$ cat src/rtl/drac_pkg.sv
// Shared execute-stage types: unit encoding, writeback bundle
// and the fixed drain priority for the long-latency units.
package drac_pkg;

  typedef enum logic [1:0] {
    UNIT_ALU = 2'd0,
    UNIT_MUL = 2'd1,
    UNIT_DIV = 2'd2,
    UNIT_MEM = 2'd3
  } exe_unit_t;

  localparam int EXE_RD_W     = 5;
  localparam int EXE_DATA_W   = 64;
  localparam int EXE_NUM_LONG = 3;

  typedef struct packed {
    logic                  valid;
    logic [EXE_RD_W-1:0]   rd;
    logic [EXE_DATA_W-1:0] data;
  } exe_sched_wb_t;

  // Highest priority first.
  localparam exe_unit_t EXE_DRAIN_PRIO [EXE_NUM_LONG] =
    '{UNIT_MEM, UNIT_MUL, UNIT_DIV};

  // Long units map onto slots 0..2 (MUL, DIV, MEM).
  function automatic logic [1:0] exe_slot_idx(exe_unit_t u);
    return 2'(u) - 2'd1;
  endfunction

endpackage

$ cat src/rtl/exe_sched_slot.sv
// Per-unit tracking for one long-latency unit: busy flag,
// destination register and the completion hold register.
module exe_sched_slot #(
  parameter int RW = 5,
  parameter int DW = 64
) (
  input  logic          clk_i,
  input  logic          rst_i,
  input  logic          start_i,
  input  logic [RW-1:0] rd_i,
  input  logic          done_i,
  input  logic [DW-1:0] data_i,
  input  logic          drain_i,
  input  logic          kill_i,
  output logic          busy_o,
  output logic [RW-1:0] rd_o,
  output logic          hold_valid_o,
  output logic [DW-1:0] hold_data_o
);

  logic          busy_q, busy_d;
  logic [RW-1:0] rd_q, rd_d;
  logic          hold_valid_q, hold_valid_d;
  logic [DW-1:0] hold_data_q, hold_data_d;

  always_comb begin
    busy_d       = busy_q;
    rd_d         = rd_q;
    hold_valid_d = hold_valid_q;
    hold_data_d  = hold_data_q;
    if (kill_i) begin
      busy_d       = 1'b0;
      hold_valid_d = 1'b0;
    end else begin
      if (start_i) begin
        busy_d = 1'b1;
        rd_d   = rd_i;
      end
      // A stray completion with nothing outstanding is dropped.
      if (done_i && busy_q) begin
        hold_valid_d = 1'b1;
        hold_data_d  = data_i;
      end
      if (drain_i) begin
        busy_d       = 1'b0;
        hold_valid_d = 1'b0;
      end
    end
  end

  always_ff @(posedge clk_i) begin
    if (rst_i) begin
      busy_q       <= 1'b0;
      rd_q         <= '0;
      hold_valid_q <= 1'b0;
      hold_data_q  <= '0;
    end else begin
      busy_q       <= busy_d;
      rd_q         <= rd_d;
      hold_valid_q <= hold_valid_d;
      hold_data_q  <= hold_data_d;
    end
  end

  assign busy_o       = busy_q;
  assign rd_o         = rd_q;
  assign hold_valid_o = hold_valid_q;
  assign hold_data_o  = hold_data_q;

endmodule

$ cat src/rtl/exe_unit_scheduler.sv
// Execute-stage issue/writeback controller: scoreboard, unit
// launch and fixed-priority merge onto one registered wb port.
module exe_unit_scheduler
  import drac_pkg::*;
#(
  parameter int NUM_REGS = 32,
  parameter int DATA_W   = 64,
  localparam int RW      = $clog2(NUM_REGS)
) (
  input  logic              clk_i,
  input  logic              rst_i,
  input  logic              kill_i,
  input  logic              issue_valid_i,
  input  logic [1:0]        issue_unit_i,
  input  logic [RW-1:0]     issue_rd_i,
  input  logic [RW-1:0]     issue_rs1_i,
  input  logic [RW-1:0]     issue_rs2_i,
  output logic              issue_ready_o,
  input  logic [DATA_W-1:0] alu_data_i,
  output logic              mul_start_o,
  output logic              div_start_o,
  output logic              mem_start_o,
  output logic              unit_kill_o,
  input  logic              mul_done_i,
  input  logic              div_done_i,
  input  logic              mem_done_i,
  input  logic [DATA_W-1:0] mul_data_i,
  input  logic [DATA_W-1:0] div_data_i,
  input  logic [DATA_W-1:0] mem_data_i,
  output logic              wb_valid_o,
  output logic [RW-1:0]     wb_rd_o,
  output logic [DATA_W-1:0] wb_data_o,
  output logic              busy_o
);

  logic [2:0]        busy, hold_valid;
  logic [2:0]        start, done, drain;
  logic [RW-1:0]     slot_rd   [3];
  logic [DATA_W-1:0] hold_data [3];
  logic [DATA_W-1:0] done_data [3];

  assign done         = {mem_done_i, div_done_i, mul_done_i};
  assign done_data[0] = mul_data_i;
  assign done_data[1] = div_data_i;
  assign done_data[2] = mem_data_i;

  for (genvar g = 0; g < 3; g++) begin : g_slot
    exe_sched_slot #(
      .RW (RW),
      .DW (DATA_W)
    ) u_slot (
      .clk_i        (clk_i),
      .rst_i        (rst_i),
      .start_i      (start[g]),
      .rd_i         (issue_rd_i),
      .done_i       (done[g]),
      .data_i       (done_data[g]),
      .drain_i      (drain[g]),
      .kill_i       (kill_i),
      .busy_o       (busy[g]),
      .rd_o         (slot_rd[g]),
      .hold_valid_o (hold_valid[g]),
      .hold_data_o  (hold_data[g])
    );
  end

  exe_unit_t unit;
  logic      pend_rs1, pend_rs2, pend_rd;
  logic      unit_ok, alu_acc;

  assign unit = exe_unit_t'(issue_unit_i);

  always_comb begin
    pend_rs1 = 1'b0;
    pend_rs2 = 1'b0;
    pend_rd  = 1'b0;
    for (int u = 0; u < 3; u++) begin
      if (busy[u] && slot_rd[u] == issue_rs1_i) pend_rs1 = 1'b1;
      if (busy[u] && slot_rd[u] == issue_rs2_i) pend_rs2 = 1'b1;
      if (busy[u] && slot_rd[u] == issue_rd_i)  pend_rd  = 1'b1;
    end
    if (issue_rs1_i == '0) pend_rs1 = 1'b0;
    if (issue_rs2_i == '0) pend_rs2 = 1'b0;
    if (issue_rd_i == '0)  pend_rd  = 1'b0;
  end

  // ALU only gets the wb slot when nothing can drain next edge.
  always_comb begin
    unique case (unit)
      UNIT_ALU: unit_ok = ~|hold_valid && ~|done;
      default:  unit_ok = ~busy[exe_slot_idx(unit)];
    endcase
  end

  assign issue_ready_o = issue_valid_i && !kill_i && unit_ok
                      && !pend_rs1 && !pend_rs2 && !pend_rd;

  assign alu_acc     = issue_ready_o && unit == UNIT_ALU;
  assign mul_start_o = issue_ready_o && unit == UNIT_MUL;
  assign div_start_o = issue_ready_o && unit == UNIT_DIV;
  assign mem_start_o = issue_ready_o && unit == UNIT_MEM;
  assign start       = {mem_start_o, div_start_o, mul_start_o};
  assign unit_kill_o = kill_i;

  logic       found;
  logic [1:0] sel;

  always_comb begin
    found = 1'b0;
    sel   = 2'd0;
    drain = '0;
    for (int i = 0; i < EXE_NUM_LONG; i++) begin
      if (!found && hold_valid[exe_slot_idx(EXE_DRAIN_PRIO[i])]) begin
        found = 1'b1;
        sel   = exe_slot_idx(EXE_DRAIN_PRIO[i]);
      end
    end
    if (found && !kill_i) drain[sel] = 1'b1;
  end

  exe_sched_wb_t wb_q, wb_d;

  always_comb begin
    wb_d       = wb_q;
    wb_d.valid = 1'b0;
    if (!kill_i) begin
      if (found) begin
        wb_d.valid = 1'b1;
        wb_d.rd    = slot_rd[sel];
        wb_d.data  = hold_data[sel];
      end else if (alu_acc) begin
        wb_d.valid = 1'b1;
        wb_d.rd    = issue_rd_i;
        wb_d.data  = alu_data_i;
      end
    end
  end

  always_ff @(posedge clk_i) begin
    if (rst_i) wb_q <= '0;
    else       wb_q <= wb_d;
  end

  assign wb_valid_o = wb_q.valid;
  assign wb_rd_o    = wb_q.rd;
  assign wb_data_o  = wb_q.data;
  assign busy_o     = |busy || |hold_valid;

endmodule

$ cat config.mk
export PLATFORM = sky130hd
export DESIGN_NAME = exe_unit_scheduler
export DESIGN_NICKNAME = d
export VERILOG_FILES = /design/src/rtl/drac_pkg.sv /design/src/rtl/exe_sched_slot.sv /design/src/rtl/exe_unit_scheduler.sv
export SDC_FILE = /design/constraint.sdc
export NUM_CORES = 1
export LEC_CHECK = 0
export BUFFER_PORTS_ARGS = -buffer_cell sky130_fd_sc_hd__clkbuf_2
export CORE_ASPECT_RATIO = 1.1
export CORE_UTILIZATION = 40
export DETAILED_ROUTE_END_ITERATION = 12
export PLACE_DENSITY = 0.66
export SLEW_MARGIN = 15
export SYNTH_ARGS = -nofsm -noshare
export SYNTH_HDL_FRONTEND = slang
export SYNTH_SLANG_ARGS = --single-unit
$ cat constraint.sdc
create_clock -name clk_i -period 2.1 [get_ports clk_i]
set_input_delay 0.21 -clock clk_i [delete_from_list [all_inputs] [get_ports clk_i]]
set_output_delay 0.21 -clock clk_i [all_outputs]
set_load 0.02 [all_outputs]
=== After elaboration in Yosys (flattened, before gate mapping) ===
Index checks and enable logic that the tools add are counted.

* Add/subtract/negate cells: 1
* Magnitude comparators: 4
* Equality and inequality tests: 12
* Mux-type cells: 32
* Bitwise logic cells: 3
* Reductions and logical operators: 54

{| class="wikitable"
|+ Operators by type and width
! operator !! count
|-
| $mux W70 || 2
|-
| $bmux W64 S2 || 1
|-
| $mux W64 || 2
|-
| $eq A5 B5 Y1 || 9
|-
| $logic_and A1 B1 Y1 || 26
|-
| $mux W1 || 18
|-
| $reduce_or A3 Y1 || 6
|-
| $logic_not A5 Y1 || 3
|-
| $reduce_and A2 Y1 || 7
|-
| $bmux W5 S2 || 1
|-
| $mux W5 || 2
|-
| $logic_not A1 Y1 || 8
|-
| $lt A2 B3 Y1 const B || 2
|-
| $mux W2 || 3
|-
| $eq A2 B2 Y1 const B || 2
|-
| $ge A3 B3 Y1 const B || 1
|-
| $mux W3 || 1
|-
| $not A2 Y3 || 1
|-
| $bmux W1 S2 || 1
|-
| $demux W1 S2 || 1
|-
| $eq A2 B1 Y1 const B || 1
|-
| $ge A2 B1 Y1 const B || 1
|-
| $logic_not A2 Y1 || 1
|-
| $not A1 Y1 || 2
|-
| other kinds (4) || 4
|}

* Register bits after elaboration: 283
* Bits of input ports: 280
* Output and inout bits: 76
* Logic and storage cells: 121

=== Longest topological paths before layout ===
Gate-level depths: netlist of run 1.

* Depth after elaboration: 13
* Gate-level depth with buffers: 10

=== Hierarchy ===
From an unflattened synthesis of run 1, not the netlist that was laid out.

* Cells, all modules: 1,560
* Area total of the unflattened synthesis: 12,610.8 um^2

{| class="wikitable"
|+ By module, submodules not included
! module !! instances !! cells an instance !! area each (um^2)
|-
| exe_sched_slot || 3 || 303 || 2,587.5
|-
| exe_unit_scheduler || 1 || 651 || 4,848.4
|}

=== Worst setup path before layout of run 1 ===
No wires, ideal clock.

* Path type: input-to-reg
* From: input port issue_unit_i[0]
* To: register wb_q, in the netlist wb_data_o[0]
* Library setup time: 0.072 ns
* Data arrival time: 2.079 ns
* Required time: 2.028 ns
* Path slack: -0.051 ns
* Stages on the path: 10
* Path through: inv_1 > ha_1 > mux2i_1 > o21ai_0 > a2bb2oi_1 > a2111oi_4 > and4_4 > buf_12 > buf_12 > mux2i_1

* Word-level cells in the longest chain between the ends: 12
* Elaborated cells on any way between the ends: 13
* Classes of those cells: add/sub: 1; mux: 3; bitwise: 1; reduce/logical: 8

{| class="wikitable"
|+ RTL lines
! element !! RTL line !! RTL
|-
| from (decl) || exe_unit_scheduler.sv:14 || <nowiki>input logic [1:0] issue_unit_i,</nowiki>
|-
| $sub A2 B1 Y2 || drac_pkg.sv:28 || <nowiki>return 2'(u) - 2'd1;</nowiki>
|-
| $bmux W1 S2 || exe_unit_scheduler.sv:91 || <nowiki>default: unit_ok = ~busy[exe_slot_idx(unit)];</nowiki>
|-
| $mux W1 (not written as such) || exe_unit_scheduler.sv:91 ||
|-
| $not A1 Y1 || exe_unit_scheduler.sv:91 ||
|-
| $mux W1 || exe_unit_scheduler.sv:89 || <nowiki>unique case (unit)</nowiki>
|-
| $logic_and A1 B1 Y1 || exe_unit_scheduler.sv:95 || <nowiki>assign issue_ready_o = issue_valid_i && !kill_i && unit_ok</nowiki>
|-
| $logic_and A1 B1 Y1 (3 in a row) || exe_unit_scheduler.sv:96 || <nowiki>&& !pend_rs1 && !pend_rs2 && !pend_rd;</nowiki>
|-
| $logic_and A1 B1 Y1 * || exe_unit_scheduler.sv:98 || <nowiki>assign alu_acc = issue_ready_o && unit == UNIT_ALU;</nowiki>
|-
| $reduce_bool A2 Y1 (no line) * || -- ||
|-
| $reduce_and A2 Y1 (no line) * || -- ||
|-
| to (signal assigned) || exe_unit_scheduler.sv:141 || <nowiki>else wb_q <= wb_d;</nowiki>
|-
| to (decl) || exe_unit_scheduler.sv:121 || <nowiki>exe_sched_wb_t wb_q, wb_d;</nowiki>
|}

Mark *: on every way between the ends. The rest lies on a longest branch, timed or not. The select of a mux whose other input is x is not followed.
A chain may end at the register's enable or synchronous reset.

=== Worst setup path after layout of run 1 ===
* From: register g_slot[2].u_slot.rd_q[4]
* To: output port mem_start_o

* Word-level cells in the longest chain between the ends: 9
* Elaborated cells on any way between the ends: 19
* Classes of those cells: eq/ne: 3; mux: 6; reduce/logical: 10

{| class="wikitable"
|+ RTL lines
! element !! RTL line !! RTL
|-
| from (decl) || exe_sched_slot.sv:22 || <nowiki>logic [RW-1:0] rd_q, rd_d;</nowiki>
|-
| from (signal assigned) || exe_sched_slot.sv:59 || <nowiki>rd_q <= rd_d;</nowiki>
|-
| $eq A5 B5 Y1 || exe_unit_scheduler.sv:78 || <nowiki>if (busy[u] && slot_rd[u] == issue_rs1_i) pend_rs1 = 1'b1;</nowiki>
|-
| $logic_and A1 B1 Y1 || exe_unit_scheduler.sv:78 ||
|-
| $mux W1 || exe_unit_scheduler.sv:78 ||
|-
| $mux W1 || exe_unit_scheduler.sv:82 || <nowiki>if (issue_rs1_i == '0) pend_rs1 = 1'b0;</nowiki>
|-
| $logic_not A1 Y1 || exe_unit_scheduler.sv:96 ||
|-
| $logic_and A1 B1 Y1 (2 in a row) || exe_unit_scheduler.sv:96 ||
|-
| $logic_and A1 B1 Y1 * || exe_unit_scheduler.sv:96 ||
|-
| $logic_and A1 B1 Y1 * || exe_unit_scheduler.sv:101 || <nowiki>assign mem_start_o = issue_ready_o && unit == UNIT_MEM;</nowiki>
|-
| to (decl) || exe_unit_scheduler.sv:22 || <nowiki>output logic mem_start_o,</nowiki>
|}

Mark *: on every way between the ends. The rest lies on a longest branch, timed or not.

==> results of run 1 <==
## registers in the layout, indices dropped and copies added, names as in the netlist
signal	flops
wb_data_o	64
wb_rd_o	5
wb_valid_o	1
g_slot.u_slot.hold_valid_o	3
g_slot.u_slot.busy_o	3
g_slot.u_slot.rd_o	15
g_slot.u_slot.hold_data_o	192
## final cells by class
class                   instances  area [sq um]  share of cell area, %
multi-input cells            1219          7082                  35.72
flip-flops and latches        283          5699                  28.75
repair buffers                691          5410                  27.29
clock buffers                  42         897.1                  4.525
well taps                     426         533.0                  2.689
clock inverters                14         155.1                 0.7826
inverters                       8         47.55                 0.2398
## worst max-delay path, delay by kind of cell, from the launching register on
kind	cells	cell delay [ps]
AOI/OAI and AO/OA	2	480
xor gates and xnor gates	1	170
buffers and inverters	3	400
DFF	1	360
and+or+nand+nor	2	320
## per-layer routing
metal  vias up  GRT usage (%)  part of all wire [%]
met4         2          13.81                   4.3
met3       171          4.787                   7.7
li1       6870              -                     -
met5         -              0                 0.031
met2       734          50.15                    49
met1      6865          33.07                    39
## placed cells by master (no fill, tap or decap), types with 3 or more instances in the layout
| master | instances |
|---|---|
| nand4_1 | 10 |
| buf_8 | 7 |
| ha_1 | 3 |
| nor2_4 | 5 |
| buf_12 | 20 |
| inv_2 | 3 |
| xnor2_2 | 12 |
| clkbuf_8 | 8 |
| o21ai_0 | 136 |
| mux2i_4 | 3 |
| o32ai_2 | 3 |
| clkinv_2 | 8 |
| inv_1 | 3 |
| dfxtp_1 | 264 |
| bufinv_16 | 3 |
| a21o_1 | 63 |
| nand2b_1 | 26 |
| a21oi_1 | 267 |
| nand3b_1 | 3 |
| clkbuf_16 | 38 |
| dlygate4sd3_1 | 238 |
| buf_4 | 57 |
| dfxtp_2 | 15 |
| dfxtp_4 | 4 |
| or2_2 | 5 |
| xor2_1 | 6 |
| mux2i_1 | 81 |
| buf_6 | 10 |
| xnor2_1 | 26 |
| nor3_1 | 3 |
| clkbuf_1 | 3 |
| a221o_1 | 67 |
| nand2_1 | 463 |
| nor2_1 | 5 |
| clkbuf_2 | 350 |
| and3b_1 | 4 |
## through the flow
stage	hold WS (ps)	instances
after floorplan	346.0	1655
after CTS	1.523	2665
after detailed placement	440.7	2364
after global routing	17.52	2683
after global placement	437.7	2364
final	12.66	2683
## worst min path at each step
stage / to / slack (ps) / cells after the start
2_1_floorplan: g_slot[2].u_slot.hold_data_o[0] / 350 / 2
4_1_cts: wb_data_o[59] / 2 / 4
3_5_place_dp: g_slot[0].u_slot.hold_data_o[63] / 440 / 3
6_report: wb_data_o[60] / 10 / 4
5_1_grt: wb_data_o[11] / 20 / 4
3_3_place_gp: g_slot[0].u_slot.hold_data_o[17] / 440 / 3
## report_power, final
part / switching [mW] / internal, mW / total, mW
combinational: 0.615 / 0.781 / 1.40
sequential: 0.0332 / 5.41 / 5.44
clock: 2.25 / 3.34 / 5.59
total: 2.90 / 9.53 / 12.4
## cells by family after synthesis
group           Yosys count  share of synthesized area, %
buf+inv                 154                         5.433
flops                   283                         43.01
simple gates            538                         16.80
mux                      86                         6.544
fa+ha+maj                 4                        0.3800
xor+xnor                 45                         2.992
compound gates          545                         24.84
## repair_timing
item | in CTS | in global routing
pin swaps | 12 | 11
hold buffers | 238 | 0
buffers inserted | 8 | 6
hold endpoints to repair | 238 | 0
setup endpoints to repair | 80 | 74
gates cloned | 0 | 12
resized for setup | 46 | 36
==> impl_metrics.csv, run 1 <==
group,metric,value,unit
run_status,status,"complete, but fails checks",
run_status,violations,"negative setup slack",
worst_setup_path,worst-setup-path-type,"reg -> out",
global_route,grt_usage,28.31,%
cts,clk_transition_reported_paths,60,ps
placed_design,port_buffers,355,
yosys,synthArstFlopShare,0,%
sta,max-slew-margin-rel,50.65,%
yosys,ys_top_cells_by_count,"463 x nand2_1, 283 x dfxtp_1, 267 x a21oi_1",
worst_setup_path,cp-start-kind,"flop",
yosys,netlist.area_leader.share,43.01,%
die,die_x,175.0,um
pwr,leakagePower,8.013,nW
yosys,syn_area_per_cell,7.959,sq um
sta,timing.setup.tns,-1617,ps
cts,cts_buffers,31,
yosys,synth_ff_type,"dfxtp_1",
yosys,synth_fp_nets,1939,
sta,hold_viol,0,
yosys,ys_warn_count,0,
sta,setup_violations,16,
die,die_height,192.3,um
yosys,synth.largest_area_cell,"dfxtp_1",
yosys,syn_area,13170,sq um
cts,clk_path_buf_depth,3,
placed_design,pre_cts_ws,-371.7,ps
finish,fillCellCount,2668,
die,core,32370,sq um
routing,ant_nets,0,
global_route,grt_pass1_wl,75690,um
sta,maxSlewViolCount,0,
die,io_pins,356,
placed_design,place_hpwl,30110,um
global_route,antenna_found_initial,1,
worst_setup_path,path_cells,"xnor2_2 -> nand4_1 -> o32ai_2 -> a2111oi_4 -> buf_4 -> nand4_1 -> inv_2 -> buf_8",
cts,htree_levels,1,
global_route,overflow,0,
worst_hold_path,hold_path.startpoint,"alu_data_i[60]",
pwr,power_density,627.1,nW/um^2
worst_setup_path,crit_path_max_fanout,4,
worst_setup_path,setup.worst_path.start,"g_slot[2].u_slot.rd_o[4]",
yosys,synth-edff-count,0,
routing,drt-initial-drc-count,1245,
yosys,synth.most_common_cell,"nand2_1",
finish,nets,2518,
worst_setup_path,r2r-start,"g_slot[2].u_slot.rd_o[4]",
routing,wl_per_cell,19.13,um
worst_setup_path,crit_arrival,2290,ps
cts,clk_latency,560,ps
cts,cts_tree,"built",
finish,final_util,61.23,%
worst_setup_path,crit_slowest_cell,"dfxtp_4",
yosys,synth_seq_cells,283,
sta,layout_min_cycle_time,2504,ps
yosys,ys_top_cells_by_area,"dfxtp_1 43%, nand2_1 13%, a21oi_1 10%",
global_route,grt_max_degree,93,
routing,vias,14640,
pwr,total_power,12.43,mW
finish,syn2layout_area_growth,50.49,%
sta,finalWorstSetupSlack,-404.2,ps
worst_setup_path,reg2reg_depth,9,
routing,drcViolationCount,0,
worst_hold_path,min_path_type,"in -> reg",
sta,worstMarginPinSlew,739.4,ps
die,die-area,33660,sq um
worst_setup_path,r2r-end,"wb_data_o[62]",
sta,rsz0062_at_grt,"true",
routing,wl,51330,um
finish,drive_gt1_share,25.61,%
cts,cts_sinks,283,
worst_setup_path,cp_slowest_stage_delay,360,ps
routing,routed_via_density,5.457,
yosys,synthCells,1655,
cts,clockRootBuffer,"clkbuf_16",
placed_design,gp_congestion,0.8985,
sta,fin_crit_sh,119.2,%
worst_setup_path,worstPathRequired,1890,ps
job,drv_cap,0,
worst_setup_path,cp_common_cell,"nand4_1",
die,num_rows,69,
sta,max_freq,399.3,MHz
finish,design_area,19820,sq um
die,initial_core_util,40.69,%
yosys,yosysUniqueCellTypes,42,
worst_setup_path,critPathCapture,"mem_start_o",
pwr,peakVddDrop,513.5,uV
finish,n_antenna_cell,0,
worst_setup_path,reg2reg_slack,-30,ps
worst_setup_path,crit_path_end_kind,"primary output",
global_route,grt_pass1_vias,14370,
yosys,ys_seq_area_share,43.01,%
routing,first_pass_iters,5,
sta,fin_skew,14.68,ps
placed_design,placed_cell_area,15700,sq um
No activity file was read; power rests on OpenSTA's default activity.
==> inputs of run 2 (changes only) <==
- RECOVER_POWER: not set -> 50
==> run 2 against run 1 <==
  * The flow still finishes with violations (negative setup slack)
  * Hold slack gained 1.3 ps
  * Clock skew is essentially flat
  * Power is essentially flat
  * Sequential power is essentially flat
  * First-iteration DRC count shrank 5.1%
  * Largest cell class unchanged
  * Die area is the same
  * Non-clock buffer count is the same
  * Critical endpoint is now div_start_o
  * Count of clock-buffer cells in the layout is the same
  * Fmax grew 0.12%
  * Highest routed layer unchanged
  * Global-route usage is the same
  * Utilization shrank 0.34 points
==> impl_metrics.csv, run 2 (synthesis results as in run 1) <==
group,metric,value,unit
run_status,status,"complete, but fails checks",
run_status,violations,"negative setup slack",
global_route,grt_usage,28.31,%
die,die_x,175.0,um
placed_design,port_buffers,355,
worst_setup_path,reg2reg_slack,-230,ps
cts,clk_path_buf_depth,3,
finish,final_cell_mix,"463 x nand2_1, 284 x clkbuf_2, 267 x a21oi_1, 266 x dfxtp_1, 238 x dlygate4sd3_1",
finish,final_common_cell,"nand2_1",
sta,worstMarginPinSlew,984.0,ps
finish,nets,2518,
routing,routed_via_density,5.435,
sta,hold_viol,0,
sta,max-slew-margin-rel,34.40,%
worst_setup_path,worst-setup-path-type,"reg -> out",
sta,fin_hold_ws,13.94,ps
sta,layout_min_cycle_time,2501,ps
cts,cts_sinks,283,
sta,max_freq,399.8,MHz
global_route,grt_pass1_vias,14370,
finish,instances_no_fill,2683,
worst_setup_path,crit_arrival,2290,ps
cts,clk_latency,560,ps
sta,finalWorstSetupSlack,-401.2,ps
routing,vias,14580,
worst_setup_path,worstPathRequired,1890,ps
die,die-area,33660,sq um
cts,clk_transition_reported_paths,60,ps
pwr,peakVddDrop,511.7,uV
finish,n_antenna_cell,0,
die,io_pins,356,
finish,drive_gt1_share,22.33,%
worst_hold_path,min_path_type,"in -> reg",
sta,fin_skew,14.30,ps
die,initial_core_util,40.69,%
placed_design,gp_congestion,0.8985,
sta,maxSlewViolCount,0,
placed_design,dp.cells,2364,
pwr,leakagePower,7.761,nW
cts,cts_buffers,31,
worst_setup_path,crit_path_end_kind,"primary output",
placed_design,place_hpwl,30110,um
job,drv_cap,0,
global_route,grt_pass1_wl,75690,um
finish,largest_register_ffs,192,
die,core,32370,sq um
sta,setup_violations,52,
worst_setup_path,crit_path_max_fanout,4,
finish,syn2layout_area_growth,49.66,%
die,num_rows,69,
cts,clockRootBuffer,"clkbuf_16",
routing,ant_nets,0,
routing,first_pass_iters,6,
routing,drcViolationCount,0,
placed_design,placed_cell_area,15700,sq um
sta,fin_crit_sh,119.1,%
placed_design,pre_cts_ws,-371.7,ps
cts,htree_levels,1,
finish,final_util,60.89,%
worst_setup_path,cp-start-kind,"flop",
routing,wl_per_cell,19.15,um
sta,rsz0062_at_grt,"true",
die,die_height,192.3,um
global_route,grt_max_degree,93,
global_route,antenna_found_initial,1,
routing,drt-initial-drc-count,1181,
routing,wl,51390,um
finish,design_area,19710,sq um
pwr,power_density,630.5,nW/um^2
cts,cts_tree,"built",
global_route,overflow,0,
run 2: worst max-delay path, stage by stage, from the launching register on:
cell       delay [ps]
dfxtp_4           360
xnor2_2           170
nand4_1           150
o32ai_2           350
a2111oi_4         130
buf_4             170
buf_4             130
nand4_4            90
inv_2              60
buf_8             120
run 2: what timing repair did:
item	4_1_cts	5_1_grt
pin swaps	12	11
resized for setup	46	36
endpoints found under the setup margin	80	74
setup buffers	8	6
cloned	0	12
hold buffers	238	0
hold endpoints to repair	238	0
run 2: metrics by stage:
step / power, mW / setup TNS, ps
4_1_cts: 12.40 / -1440
6_report: 12.43 / -3915
3_3_place_gp: 6.480 / -26690
5_1_grt: 12.81 / -11870
2_1_floorplan: 6.011 / -464.0
3_5_place_dp: 6.490 / -27230
run 2: per-layer routing:
layer	part of all wire [%]	wire length [um]	GRT usage (%)	vias to the layer above
met3	7.7	3982	4.787	171
met1	40	20310	33.07	6824
li1	-	-	-	6874
met5	0.031	16	0	-
met4	4.3	2220	13.81	2
met2	48	24860	50.15	712
run 2: worst paths after layout:
kind | from | endpoint | depth (start not counted)
worst max-delay path | g_slot[2].u_slot.rd_o[4] | div_start_o | 9
worst min-delay path | alu_data_i[59] | wb_data_o[59] | 4
worst max register to register | g_slot[0].u_slot.hold_valid_o | wb_data_o[40] | 7
worst min register to register | g_slot[2].u_slot.hold_data_o[54] | g_slot[2].u_slot.hold_data_o[54] | 2
run 2: cell type report:
cell class              count  area (sq um)
clock buffers              42         897.1
well taps                 426         533.0
repair buffers            691          5303
clock inverters            14         155.1
flip-flops and latches    283          5697
inverters                   8         47.55
fillers                  2728         12660
multi-input cells        1219          7082
run 2: where the power goes:
part	leakage (nW)	total [mW]	switching, mW	internal, mW
combinational	4.94	1.39	0.615	0.772
clock	0.526	5.60	2.26	3.34
sequential	2.29	5.44	0.0330	5.41
==> inputs of run 3 (changes only) <==
- clock period: 2.1 -> 2 ns (I/O delays scaled with it)
==> run 3 against run 2 <==
  * The run still ends with negative setup slack left
  * Design area down 0.12%
  * Count of clock-buffer cells in the layout unchanged
  * Critical path depth down 1
  * Highest routed layer is now met4
==> impl_metrics.csv, run 3 (synthesis results as in run 1) <==
group,metric,value,unit
run_status,status,"complete, but fails checks",
run_status,violations,"negative setup slack",
pwr,seq_power_share,44.5,%
routing,drcViolationCount,0,
routing,wl_per_cell,19.08,um
cts,cts_tree,"built",
placed_design,place_hpwl,30860,um
sta,fin_crit_sh,124.6,%
worst_setup_path,r2r-start,"g_slot[2].u_slot.hold_valid_o",
finish,regArea,5697,sq um
die,core,32370,sq um
global_route,antenna_found_initial,2,
pwr,combPwrFrac,11.4,%
job,drv_cap,0,
worst_setup_path,worstPathRequired,1800,ps
worst_setup_path,crit_buf_inv,3,
worst_hold_path,min_path_type,"in -> reg",
sta,rsz0062_at_grt,"true",
worst_setup_path,crit_slowest_cell,"a2111oi_4",
die,initial_core_util,40.69,%
cts,clockRootBuffer,"clkbuf_16",
cts,cts_sinks,283,
die,die_height,192.3,um
global_route,overflow,0,
worst_setup_path,r2r-end,"wb_data_o[45]",
global_route,grt_usage,29.14,%
worst_setup_path,cp_common_cell,"nand4_1",
sta,hold_viol,0,
worst_setup_path,setup.worst_path.start,"g_slot[2].u_slot.rd_o[3]",
worst_setup_path,reg2reg_slack,-260,ps
sta,finalWorstSetupSlack,-492.2,ps
cts,clk_latency,570,ps
finish,fillCellCount,2843,
worst_setup_path,crit_path_max_fanout,4,
sta,layout_min_cycle_time,2492,ps
die,die-area,33660,sq um
sta,setup_violations,82,
pwr,peakVddDrop,571.1,uV
pwr,p_int,9.773,mW
worst_setup_path,cp-start-kind,"flop",
finish,multi_input_area,6990,sq um
finish,nets,2531,
sta,worstMarginPinSlew,855.6,ps
worst_hold_path,hold_path.startpoint,"alu_data_i[50]",
sta,maxSlewViolCount,0,
finish,design_area,19690,sq um
routing,ant_nets,0,
finish,syn2layout_area_growth,49.48,%
worst_setup_path,worst-setup-path-type,"reg -> out",
routing,first_pass_iters,5,
worst_hold_path,min_path_cells,4,
finish,final_common_cell,"nand2_1",
cts,cts_buffers,30,
sta,max-slew-margin-rel,42.96,%
worst_setup_path,cp_slowest_stage_delay,390,ps
global_route,grt_pass1_vias,14780,
global_route,grt_max_degree,75,
die,die_x,175.0,um
die,io_pins,356,
cts,htree_levels,1,
finish,drive_gt1_share,21.77,%
worst_setup_path,reg2reg_depth,7,
worst_setup_path,critPathTopFamily,"compound AO/OA/AOI/OAI gates",
cts,clk_path_buf_depth,3,
pwr,switching_share,23.83,%
worst_setup_path,crit_path_end_kind,"primary output",
finish,final_cell_mix,"463 x nand2_1, 282 x clkbuf_2, 267 x a21oi_1, 266 x dfxtp_1, 244 x dlygate4sd3_1",
pwr,clockPowerShare,44.1,%
finish,final_util,60.82,%
sta,fin_skew,19.08,ps
placed_design,port_buffers,355,
placed_design,pre_cts_ws,-472.4,ps
worst_setup_path,crit_cells,8,
sta,max_freq,401.2,MHz
die,num_rows,69,
pwr,power.switching,3.057,mW
pwr,power_density,651.6,nW/um^2
routing,routed_via_density,5.484,
pwr,total_power,12.83,mW
sta,fin_hold_ws,9.985,ps
routing,drt-initial-drc-count,1125,
worst_setup_path,path_cells,"xnor2_1 -> nand4_1 -> o32ai_2 -> a2111oi_4 -> buf_4 -> nand4_1 -> inv_2 -> clkbuf_8",
routing,vias,14790,
routing,wl,51450,um
placed_design,gp_congestion,0.8880,
global_route,grt_pass1_wl,77770,um
worst_setup_path,critPathCapture,"mem_start_o",
worst_setup_path,crit_arrival,2290,ps
pwr,leakagePower,7.758,nW
placed_design,placed_cell_area,15840,sq um
cts,clk_transition_reported_paths,60,ps
finish,largest_register_ffs,192,
==> run 3: cell types whose count changed in the layout (fill, tap and decap cells not counted), moves of 3 or more <==
cell / previous run / this run
mux2i_4: 3 / 0
xnor2_2: 12 / 8
mux2i_1: 81 / 84
clkinv_2: 8 / 3
dlygate4sd3_1: 238 / 244
clkbuf_1: 75 / 81
buf_4: 48 / 58
buf_8: 7 / 3
xnor2_1: 26 / 30
==> run 3: power by group through the flow <==
stage	sequential (mW)	combinational [mW]	clock (mW)
detailed placement	5.84	0.986	0
global placement	5.84	0.983	0
floorplan	5.88	0.436	0
global route	5.72	1.55	5.96
finish	5.71	1.46	5.66
CTS	5.71	1.40	5.73
==> run 3: worst min path at each step <==
stage,to,slack [ps]
after CTS,wb_data_o[18],0.05
after global routing,wb_data_o[50],20
after floorplan,g_slot[2].u_slot.hold_data_o[0],340
after global placement,g_slot[2].u_slot.hold_data_o[43],430
after detailed placement,g_slot[2].u_slot.hold_data_o[43],430
final,wb_data_o[50],10
==> run 3: worst reg2reg max path, cell delays in order, from the launching register on <==
cell      delay, ps
dfxtp_4         340
clkbuf_1        220
clkbuf_2        700
a221o_1         280
o21ai_0         130
a21oi_1         190
o21ai_0         140
mux2i_2         180
==> run 3: layout make-up <==
cell class | count | area share, %
diodes | 2 | 0.02542
clock buffers | 42 | 4.397
clock inverters | 12 | 0.7181
inverters | 8 | 0.2415
multi-input cells | 1219 | 35.50
flip-flops and latches | 283 | 28.93
well taps | 426 | 2.707
repair buffers | 705 | 27.48
==> run 3: routing by layer <==
metal  track usage [%]  up-vias  routed length [um]
met4             13.75        0                1937
li1                  -     6890                   -
met2             51.11      718               25030
met3             4.649      141                3614
met1             34.81     7042               20870
met5                 0        -                   0
==> run 3: per-stage QoR <==
stage          TNS (ps)  instances
6_report          -7453       2697
3_5_place_dp     -36990       2378
2_1_floorplan     -6805       1655
4_1_cts           -3706       2682
3_3_place_gp     -31830       2378
5_1_grt          -17570       2696
==> run 3: timing repair <==
action / CTS / global route
setup endpoints to repair: 90 / 87
hold endpoints to repair: 244 / 0
cloned: 2 / 7
resized for setup: 42 / 16
buffers inserted: 5 / 7
pin swaps: 8 / 2
hold buffers: 244 / 0
